--- src/rtl/console_pkg.sv ---
// Shared constants, byte type and address helper for the MMIO console peripheral.
package console_pkg;

  localparam logic [31:0] CONSOLE_ADDR_DEFAULT = 32'h0000FFFC;
  localparam logic [31:0] EXIT_ADDR_DEFAULT    = 32'h0000FFE0;

  typedef logic [7:0] console_byte_t;

  // Channels are laid out downward from the base address, one word apart.
  function automatic logic [31:0] ch_addr(input logic [31:0] base, input int unsigned c);
    return base - (c << 2);
  endfunction

endpackage

--- src/rtl/mmio_console_fifo.sv ---
// Per-channel byte FIFO with an extra pointer bit for full detection; exposes the head and the
// entry behind it so the arbiter can reload in the same edge as a pop.
module mmio_console_fifo #(
  parameter int DEPTH = 16,
  parameter int WIDTH = 8
) (
  input  logic                       clk,
  input  logic                       rst_n,
  input  logic                       push_i,
  input  logic                       pop_i,
  input  logic [WIDTH-1:0]           wdata_i,
  output logic [WIDTH-1:0]           head_o,
  output logic [WIDTH-1:0]           head2_o,
  output logic [$clog2(DEPTH):0]     count_o,
  output logic                       full_o,
  output logic                       empty_o
);

  localparam int AW = $clog2(DEPTH);

  logic [WIDTH-1:0] mem_q [DEPTH];
  logic [AW:0]      wr_q, wr_d, rd_q, rd_d;
  logic [AW-1:0]    rd_next;
  logic             pop_ok, push_ok;

  assign empty_o = (wr_q == rd_q);
  assign full_o  = (wr_q[AW] != rd_q[AW]) && (wr_q[AW-1:0] == rd_q[AW-1:0]);
  assign count_o = wr_q - rd_q;

  // A push while full is only legal when the head leaves in the same edge.
  assign pop_ok  = pop_i && !empty_o;
  assign push_ok = push_i && (!full_o || pop_ok);

  assign rd_next = rd_q[AW-1:0] + AW'(1);
  assign head_o  = mem_q[rd_q[AW-1:0]];
  assign head2_o = mem_q[rd_next];

  assign wr_d = push_ok ? wr_q + (AW+1)'(1) : wr_q;
  assign rd_d = pop_ok  ? rd_q + (AW+1)'(1) : rd_q;

  always_ff @(posedge clk or negedge rst_n) begin
    if (!rst_n) begin
      wr_q <= '0;
      rd_q <= '0;
    end else begin
      wr_q <= wr_d;
      rd_q <= rd_d;
    end
  end

  always_ff @(posedge clk) begin
    if (push_ok) mem_q[wr_q[AW-1:0]] <= wdata_i;
  end

endmodule

--- src/rtl/mmio_console.sv ---
// Memory-mapped console: snoops core stores into per-channel FIFOs and drains them round-robin
// over one byte stream. Optional exit register enabled by MMIO_CONSOLE_EXIT_EN.
module mmio_console
  import console_pkg::*;
#(
  parameter int                ADDR_W       = 32,
  parameter int                DATA_W       = 32,
  parameter int                NUM_CH       = 1,
  parameter int                FIFO_DEPTH   = 16,
  parameter logic [ADDR_W-1:0] CONSOLE_ADDR = ADDR_W'(CONSOLE_ADDR_DEFAULT),
  parameter logic [ADDR_W-1:0] EXIT_ADDR    = ADDR_W'(EXIT_ADDR_DEFAULT),
  localparam int               CH_W         = (NUM_CH > 1) ? $clog2(NUM_CH) : 1
) (
  input  logic              clk,
  input  logic              reset,
  input  logic              memwrite,
  input  logic [ADDR_W-1:0] dataadr,
  input  logic [DATA_W-1:0] writedata,
  output logic              out_valid,
  input  logic              out_ready,
  output logic [CH_W-1:0]   out_ch,
  output logic [7:0]        out_data,
  output logic [NUM_CH-1:0] overflow,
  output logic [NUM_CH-1:0] fifo_empty,
  output logic              sim_done,
  output logic              sim_pass
);

  localparam int AW = $clog2(FIFO_DEPTH);

  logic [NUM_CH-1:0] hit, pop, full, empty, avail;
  console_byte_t     head [NUM_CH];
  console_byte_t     head2[NUM_CH];
  console_byte_t     cand [NUM_CH];
  logic [AW:0]       count[NUM_CH];

  logic              valid_q, valid_d;
  logic [CH_W-1:0]   ch_q, ch_d, rr_q, rr_d, start;
  console_byte_t     data_q, data_d;
  logic [NUM_CH-1:0] ovf_q, ovf_d;
  logic              xfer;

  // out_valid/out_data/out_ch are registered copies of the granted FIFO head; the entry stays
  // in its FIFO until out_valid && out_ready at a rising edge, and nothing changes while stalled.
  assign xfer = valid_q && out_ready;

  function automatic logic [CH_W-1:0] next_ch(input logic [CH_W-1:0] c);
    return CH_W'((int'(c) + 1) % NUM_CH);
  endfunction

  for (genvar c = 0; c < NUM_CH; c++) begin : g_ch
    localparam logic [ADDR_W-1:0] ADDR_C = ADDR_W'(ch_addr(32'(CONSOLE_ADDR), c));

    assign hit[c] = memwrite && (dataadr == ADDR_C);
    assign pop[c] = xfer && (ch_q == CH_W'(c));

    mmio_console_fifo #(.DEPTH(FIFO_DEPTH), .WIDTH(8)) u_fifo (
      .clk     (clk),
      .rst_n   (reset),
      .push_i  (hit[c]),
      .pop_i   (pop[c]),
      .wdata_i (writedata[7:0]),
      .head_o  (head[c]),
      .head2_o (head2[c]),
      .count_o (count[c]),
      .full_o  (full[c]),
      .empty_o (empty[c])
    );

    // What the channel's head will be after this edge, including a store landing in an empty FIFO.
    assign avail[c] = pop[c] ? ((count[c] > (AW+1)'(1)) || hit[c]) : (!empty[c] || hit[c]);
    assign cand[c]  = pop[c] ? ((count[c] > (AW+1)'(1)) ? head2[c] : writedata[7:0])
                             : (!empty[c] ? head[c] : writedata[7:0]);
  end

  assign ovf_d = ovf_q | (hit & full & ~pop);

  always_comb begin
    valid_d = valid_q;
    ch_d    = ch_q;
    data_d  = data_q;
    rr_d    = rr_q;
    start   = rr_q;
    if (xfer) begin
      valid_d = 1'b0;
      rr_d    = next_ch(ch_q);
      start   = next_ch(ch_q);
    end
    if (!valid_q || xfer) begin
      // Scan downward so the channel closest to start is the last (winning) assignment.
      for (int k = NUM_CH - 1; k >= 0; k--) begin
        if (avail[(int'(start) + k) % NUM_CH]) begin
          valid_d = 1'b1;
          ch_d    = CH_W'((int'(start) + k) % NUM_CH);
          data_d  = cand[(int'(start) + k) % NUM_CH];
        end
      end
    end
  end

  always_ff @(posedge clk or negedge reset) begin
    if (!reset) begin
      valid_q <= 1'b0;
      ch_q    <= '0;
      data_q  <= '0;
      rr_q    <= '0;
      ovf_q   <= '0;
    end else begin
      valid_q <= valid_d;
      ch_q    <= ch_d;
      data_q  <= data_d;
      rr_q    <= rr_d;
      ovf_q   <= ovf_d;
    end
  end

  assign out_valid  = valid_q;
  assign out_ch     = ch_q;
  assign out_data   = data_q;
  assign overflow   = ovf_q;
  assign fifo_empty = empty;

`ifdef MMIO_CONSOLE_EXIT_EN
  logic done_q, pass_q;
  logic exit_hit;

  assign exit_hit = memwrite && (dataadr == EXIT_ADDR) && !done_q;

  always_ff @(posedge clk or negedge reset) begin
    if (!reset) begin
      done_q <= 1'b0;
      pass_q <= 1'b0;
    end else if (exit_hit) begin
      done_q <= 1'b1;
      pass_q <= (writedata == '0);
    end
  end

  assign sim_done = done_q;
  assign sim_pass = pass_q;
`else
  logic unused_exit;
  assign unused_exit = ^{writedata[DATA_W-1:8], EXIT_ADDR};
  assign sim_done    = 1'b0;
  assign sim_pass    = 1'b0;
`endif

endmodule

--- config.mk ---
export PLATFORM = sky130hd
export DESIGN_NAME = mmio_console
export DESIGN_NICKNAME = d
export VERILOG_FILES = /design/src/rtl/console_pkg.sv /design/src/rtl/mmio_console_fifo.sv /design/src/rtl/mmio_console.sv
export SDC_FILE = /design/constraint.sdc
export NUM_CORES = 1
export LEC_CHECK = 0
export BUFFER_PORTS_ARGS = -buffer_cell sky130_fd_sc_hd__buf_4
export CAP_MARGIN = 5
export CORE_UTILIZATION = 55
export CTS_CLUSTER_SIZE = 28
export DETAILED_ROUTE_END_ITERATION = 10
export GPL_ROUTABILITY_DRIVEN = 1
export PLACE_DENSITY = 0.76
export SYNTH_ARGS = -nofsm -noshare
export SYNTH_HDL_FRONTEND = slang
export SYNTH_SLANG_ARGS = --single-unit
--- constraint.sdc ---
create_clock -name clk -period 4.3 [get_ports clk]
set_input_delay 0.215 -clock clk [delete_from_list [all_inputs] [get_ports clk]]
set_output_delay 0.215 -clock clk [all_outputs]
set_load 0.02 [all_outputs]
---- Yosys cells after proc, flatten, opt, wreduce, memory -nomap -nowiden ----
Memories as Yosys holds them, arrays and structs flattened.
Index checks and enable logic that the tools add are counted.
word-level totals
  register bits after elaboration ......... 20
  RAM bits ................................ 128
  input port bits ......................... 68
  output and inout port bits .............. 14
  logic and storage cells ................. 41
  memories ................................ 1
operators by class
  add/sub/neg operators ................... 4
  $lt $le $gt $ge ......................... 1
  equal/unequal tests ..................... 4
  multiplexer cells ....................... 9
  bitwise gates (word level) .............. 4
  reduce and logical (&&, ||, !) cells .... 13
memories
  memory                depth  bits a word  read ports  clocked after Yosys merged registers in  wr ports  RTL line                 source
  g_ch[0].u_fifo.mem_q  16     8            2           0                                        1         mmio_console_fifo.sv:21  logic [WIDTH-1:0] mem_q [DEPTH];
operator list
  cell                    count
  $eq A32 B16 Y1 const B  1
  $mux W8                 3
  $add A5 B1 Y5 const B   2
  $mux W1                 6
  $eq A5 B5 Y1            1
  $gt A5 B1 Y1 const B    1
  $logic_and A1 B1 Y1     5
  $sub A5 B5 Y5           1
  $add A4 B1 Y4 const B   1
  $eq A4 B4 Y1            1
  $logic_or A1 B1 Y1      4
  $logic_not A1 Y1        3
  $and A1 B1 Y1           2
  $reduce_and A2 Y1       1
  $ne A1 B1 Y1            1
  $not A1 Y1              1
  $or A1 B1 Y1            1

---- Depth between registers and ports, before layout ----
  depth after elaboration ................. 7
  mapped depth ............................ 12
  gate-level depth less buffers ........... 9

---- Modules after synthesis ----
Synthesis repeated with hierarchy kept, for this count alone.
second synthesis, totals
  cell total of the unflattened synthesis .. 518
  area total of the unflattened synthesis .. 7437.1 µm²
modules (own cells, without submodules)
  module             times used  cells each  area an instance (µm²)  sequential area each (µm²)
  mmio_console_fifo  1           455         6787.8                  4093.9
  mmio_console       1           63          649.4                   250.2

---- Least setup slack after synthesis ----
No wires, ideal clock.
  path type ............................... reg-to-reg
  start point ............................. register g_ch[0].u_fifo.rd_q[1]
  end point ............................... memory g_ch[0].u_fifo.mem_q[11][0] (enable)
  setup time .............................. 0.395 ns
  arrival time ............................ 3.166 ns
  data required time ...................... 3.905 ns
  setup slack ............................. 0.740 ns
  cell stages (with the launch flop) ...... 10
  path buffers ............................ 4
  clock period less this slack ............ 3.560 ns
  path through ............................ dfrtp_1 > buf_2 > buf_2 > clkbuf_1 > clkinv_1 > ha_1 > nand4_1 > o21ai_0 > clkbuf_1 > nor4_1
on the way
  word-level cells in the longest chain between the ends .. 7
  elaborated cells on any way between the ends .. 10
  classes of those cells .................. 2 x eq/ne; 2 x mux; 6 x reduce/logical
RTL lines
  element                                                         RTL line                                          source
  from (decl)                                                     mmio_console_fifo.sv:22                           logic [AW:0] wr_q, wr_d, rd_q, rd_d;
  from (signal assigned)                                          mmio_console_fifo.sv:47                           rd_q <= rd_d;
  $eq A5 B5 Y1 / $eq A4 B4 Y1 (equally long branches)             mmio_console_fifo.sv:26, mmio_console_fifo.sv:27
  $logic_not A1 Y1 / $logic_and A1 B1 Y1 (equally long branches)  mmio_console_fifo.sv:31, mmio_console_fifo.sv:27
  $logic_and A1 B1 Y1 / $logic_not A1 Y1 (equally long branches)  mmio_console_fifo.sv:31, mmio_console_fifo.sv:32
  $logic_or A1 B1 Y1 (*)                                          mmio_console_fifo.sv:32                           assign push_ok = push_i && (!full_o || pop_ok);
  $logic_and A1 B1 Y1 (*)                                         mmio_console_fifo.sv:32
  $mux W1 (*)                                                     mmio_console_fifo.sv:52                           if (push_ok) mem_q[wr_q[AW-1:0]] <= wdata_i;
  $mux W1 (implied by the code) (*)                               mmio_console_fifo.sv:52
  to (decl)                                                       mmio_console_fifo.sv:21
Mark *: on every way between the ends. The rest lies on a longest branch, timed or not.

---- Worst setup path in the final report ----
  start point ............................. register g_ch[0].u_fifo.rd_q[3]
  end point ............................... register data_q[5], in the netlist out_data[5]
on the way
  word-level cells in the longest chain between the ends .. 5
  elaborated cells on any way between the ends .. 13
  classes of those cells .................. 2 x add/sub; 1 x order compare; 1 x eq/ne; 4 x mux; 4 x reduce/logical; 1 x memory
RTL lines
  element                                                  RTL line                                          source
  $sub A5 B5 Y5 / $eq A5 B5 Y1 (equally long branches)     mmio_console_fifo.sv:28, mmio_console_fifo.sv:26
  $gt A5 B1 Y1 / $logic_not A1 Y1 (equally long branches)  mmio_console.sv:71, mmio_console.sv:72
  $logic_or A1 B1 Y1                                       mmio_console.sv:71                                assign avail[c] = pop[c] ? ((count[c] > (AW+1)'(1)) || hit[c]) : (!empty[c] || hit[c]);
  $mux W1                                                  mmio_console.sv:71
  $reduce_and A2 Y1 (no line)                              --
  to (signal assigned)                                     mmio_console.sv:111                               data_q <= data_d;
  to (decl)                                                mmio_console.sv:39                                console_byte_t data_q, data_d;
Several ways; a longest one is shown, not always the timed one.
A chain may end at the register's enable or synchronous reset.

==> metrics.csv <==
stage,metric,value,unit
routing,1st-pass router iterations,5,
worst_setup_path,CP bufs+invs,1,
yosys,Synth Flop Type,edfxtp_1,
job,max cap viols,0,
routing,Vias,4618,
clocking,CTS root buffer,clkbuf_16,
power_and_ir_drop,pwr dens,636,mW/mm2
timing,post-route setup slack,1.10,ns
floorplanning,IO Pins,82,
placement,Final GP Congestion,0.819,
worst_setup_path,critical path launch point type,flip-flop,
routing,DR iter-0 viols,411,
clocking,TritonCTS sink count,148,
timing,post-layout min period,3.20,ns
floorplanning,Core Area,0.0128,mm2
clocking,Num CTS Buffers,17,
yosys,synth warn,0,
worst_setup_path,Critical-path top delay cell,dfrtp_1,
worst_setup_path,CP max FO,22,
worst_setup_path,Worst Path Arrival,3.51,ns
yosys,Syn Inst Count,454,
routing,vias per cell,6.49,
worst_setup_path,CP Capture Type,flip-flop,
floorplanning,die footprint,0.0137,mm2
global_routing,initial antenna violation count,0,
run_status,status,finished clean,
final_layout,antenna cells,0,
power_and_ir_drop,leakage,3.06,nW
global_routing,first-pass GRT wire length,25.7,mm
timing,fmax,312,MHz
yosys,synth unique cells,48,
floorplanning,Die X,117,um
yosys,Synth Area per Inst,16.1,um2
final_layout,most frequent cells in the layout,"edfxtp_1 (128), buf_4 (80), mux4_2 (64)",
worst_setup_path,CP required,4.61,ns
final_layout,share of layout cells above drive strength 1,37.0,%
timing,Slew @ Worst Pin,0.969,ns
placement,HPWL Detailed,11.4,mm
global_routing,number of global-route vias before repair,4626,
global_routing,Tot GR Track Use,27.0,%
routing,antenna-violating nets left,0,
worst_setup_path,critical path class,flip-flop to flip-flop,
yosys,number of enable flip-flop cells after synthesis,128,
worst_setup_path,Top delay family on crit path,compound AO/OA/AOI/OAI gates,
timing,Final Hold Vio Count,0,
final_layout,"commonest non-fill, non-tap cell in the layout",edfxtp_1,
yosys,mapped cell area,0.00730,mm2
power_and_ir_drop,VDD IR max,0.335,mV
floorplanning,initial cell density of the core,57.2,%
yosys,Yosys reg bits,148,
clocking,Worst-path clk slew,0.06,ns
floorplanning,die height,117,um
timing,setup TNS,0,ns
clocking,CTS tree,done,
timing,fin crit share,74.5,%
timing,max-slew violations,0,
timing,"Setup violations, final",0,
floorplanning,Rows,41,
timing,RSZ-0062 raised after global routing,no,
yosys,sequential-to-total area share from yosys stat,59.5,%
final_layout,Layout area overhead,18.0,%
final_layout,Nets,605,
timing,Final Skew,0.00734,ns
placement,Port Buffers,54,
timing,Slew headroom,35.1,%
worst_setup_path,Worst path max stage delay,0.81,ns
routing,drt wl/cell,23.8,um
clocking,Max Buffers Root-to-Sink,2,
clocking,clk_lat worst skew,0.43,ns
yosys,ys async rst share,13.5,%
placement,Post-Place Setup Slack,1.01,ns
global_routing,largest net degree at the start of global routing,61,
min_path,HP Class,input port to flip-flop,
clocking,H-tree level count,4,
global_routing,gr ovfl total,0,
worst_setup_path,CP Cell Sequence,"inv_1, ha_1, nor2_1, a21oi_1, xor2_1, a31oi_1, a222oi_1, mux2_1",
final_layout,final core occ,67.5,%
routing,detailed-route wire length,16.9,mm
routing,detailed-route DRC error count,0,
final cells by class:
cell class / count / area [um2]
Clock inverter: 13 / 109
Inverter: 36 / 135
Clock buffer: 19 / 433
Multi-Input combinational cell: 243 / 2770
Timing Repair Buffer: 81 / 611
Tap cell: 172 / 215
Sequential cell: 148 / 4350
Fill cell: 843 / 4150
report_power, final:
group | switching (W) | internal [W] | total, W
Sequential | 0.0000845 | 0.00163 | 0.00171
Combinational | 0.00121 | 0.00120 | 0.00242
Clock | 0.000563 | 0.000792 | 0.00135
Total | 0.00186 | 0.00362 | 0.00548
synthesized netlist by cell type (7+ instances only):
cell type	number	area (um2)
o21ai_0	13	65.1
xnor2_1	7	61.3
mux2_2	8	90.1
nand3_1	10	50.1
mux4_2	64	1440
mux2_1	7	78.8
a222oi_1	7	70.1
nor4_1	15	93.8
clkbuf_1	18	67.6
nor2_1	10	37.5
dfrtp_1	20	500
a221oi_1	8	70.1
o22ai_1	7	43.8
nand2_1	26	97.6
inv_1	35	131
ha_1	9	113
edfxtp_1	128	3840
flip-flops by register name, indices dropped and copies added (netlist names):
| name | cells |
|---|---|
| g_ch.u_fifo.rd_q | 5 |
| overflow | 1 |
| g_ch.u_fifo.mem_q | 128 |
| out_data | 8 |
| out_valid | 1 |
| g_ch.u_fifo.wr_q | 5 |
logic make-up after synthesis:
group / synth area share, %
other: 0.0513
xor gates and xnor gates: 1.20
DFF: 59.5
muxes: 22.0
adders and majority gates: 1.82
AOI/OAI and AO/OA: 5.40
buffers and inverters: 3.63
and+or+nand+nor: 6.37
through the flow:
step | instance area, um2 | instances | power, W | hold slack (ns)
detailed placement | 8070 | 679 | 0.00413 | 0.111
global route | 8620 | 712 | 0.00574 | 0.118
global placement | 8070 | 679 | 0.00408 | 0.105
CTS | 8620 | 712 | 0.00550 | 0.0919
finish | 8620 | 712 | 0.00548 | 0.109
floorplan | 7310 | 456 | 0.00351 | -0.0806
what timing repair did:
action,in CTS,in global routing
gates resized for setup,0,0
endpoints found under the hold margin,20,0
hold buffers,1,0
buffers inserted,0,0
per-layer routing:
metal | global-route usage (%) | wire length (um) | vias to the layer above
met4 | 11.6 | 308 | 0
met5 | 0 | 0 | -
met3 | 6.49 | 1770 | 27
met2 | 44.8 | 8590 | 292
li1 | - | - | 1990
met1 | 34.1 | 6260 | 2309
worst paths after layout:
kind                                   startpoint                    endpoint  slack, ns  cells after the start
setup / recovery           g_ch[0].u_fifo.rd_q[3]                 out_data[5]       1.10                      8
setup reg to reg           g_ch[0].u_fifo.rd_q[3]                 out_data[5]       1.10                      8
max in group asynchronous                   reset      g_ch[0].u_fifo.rd_q[0]       3.87                      2
hold / removal                       writedata[5]  g_ch[0].u_fifo.mem_q[8][5]       0.11                      1
min in group asynchronous                   reset                 out_data[3]       0.20                      2
hold reg to reg                          overflow                    overflow       0.46                      1
(Power assumes the default switching activity.)
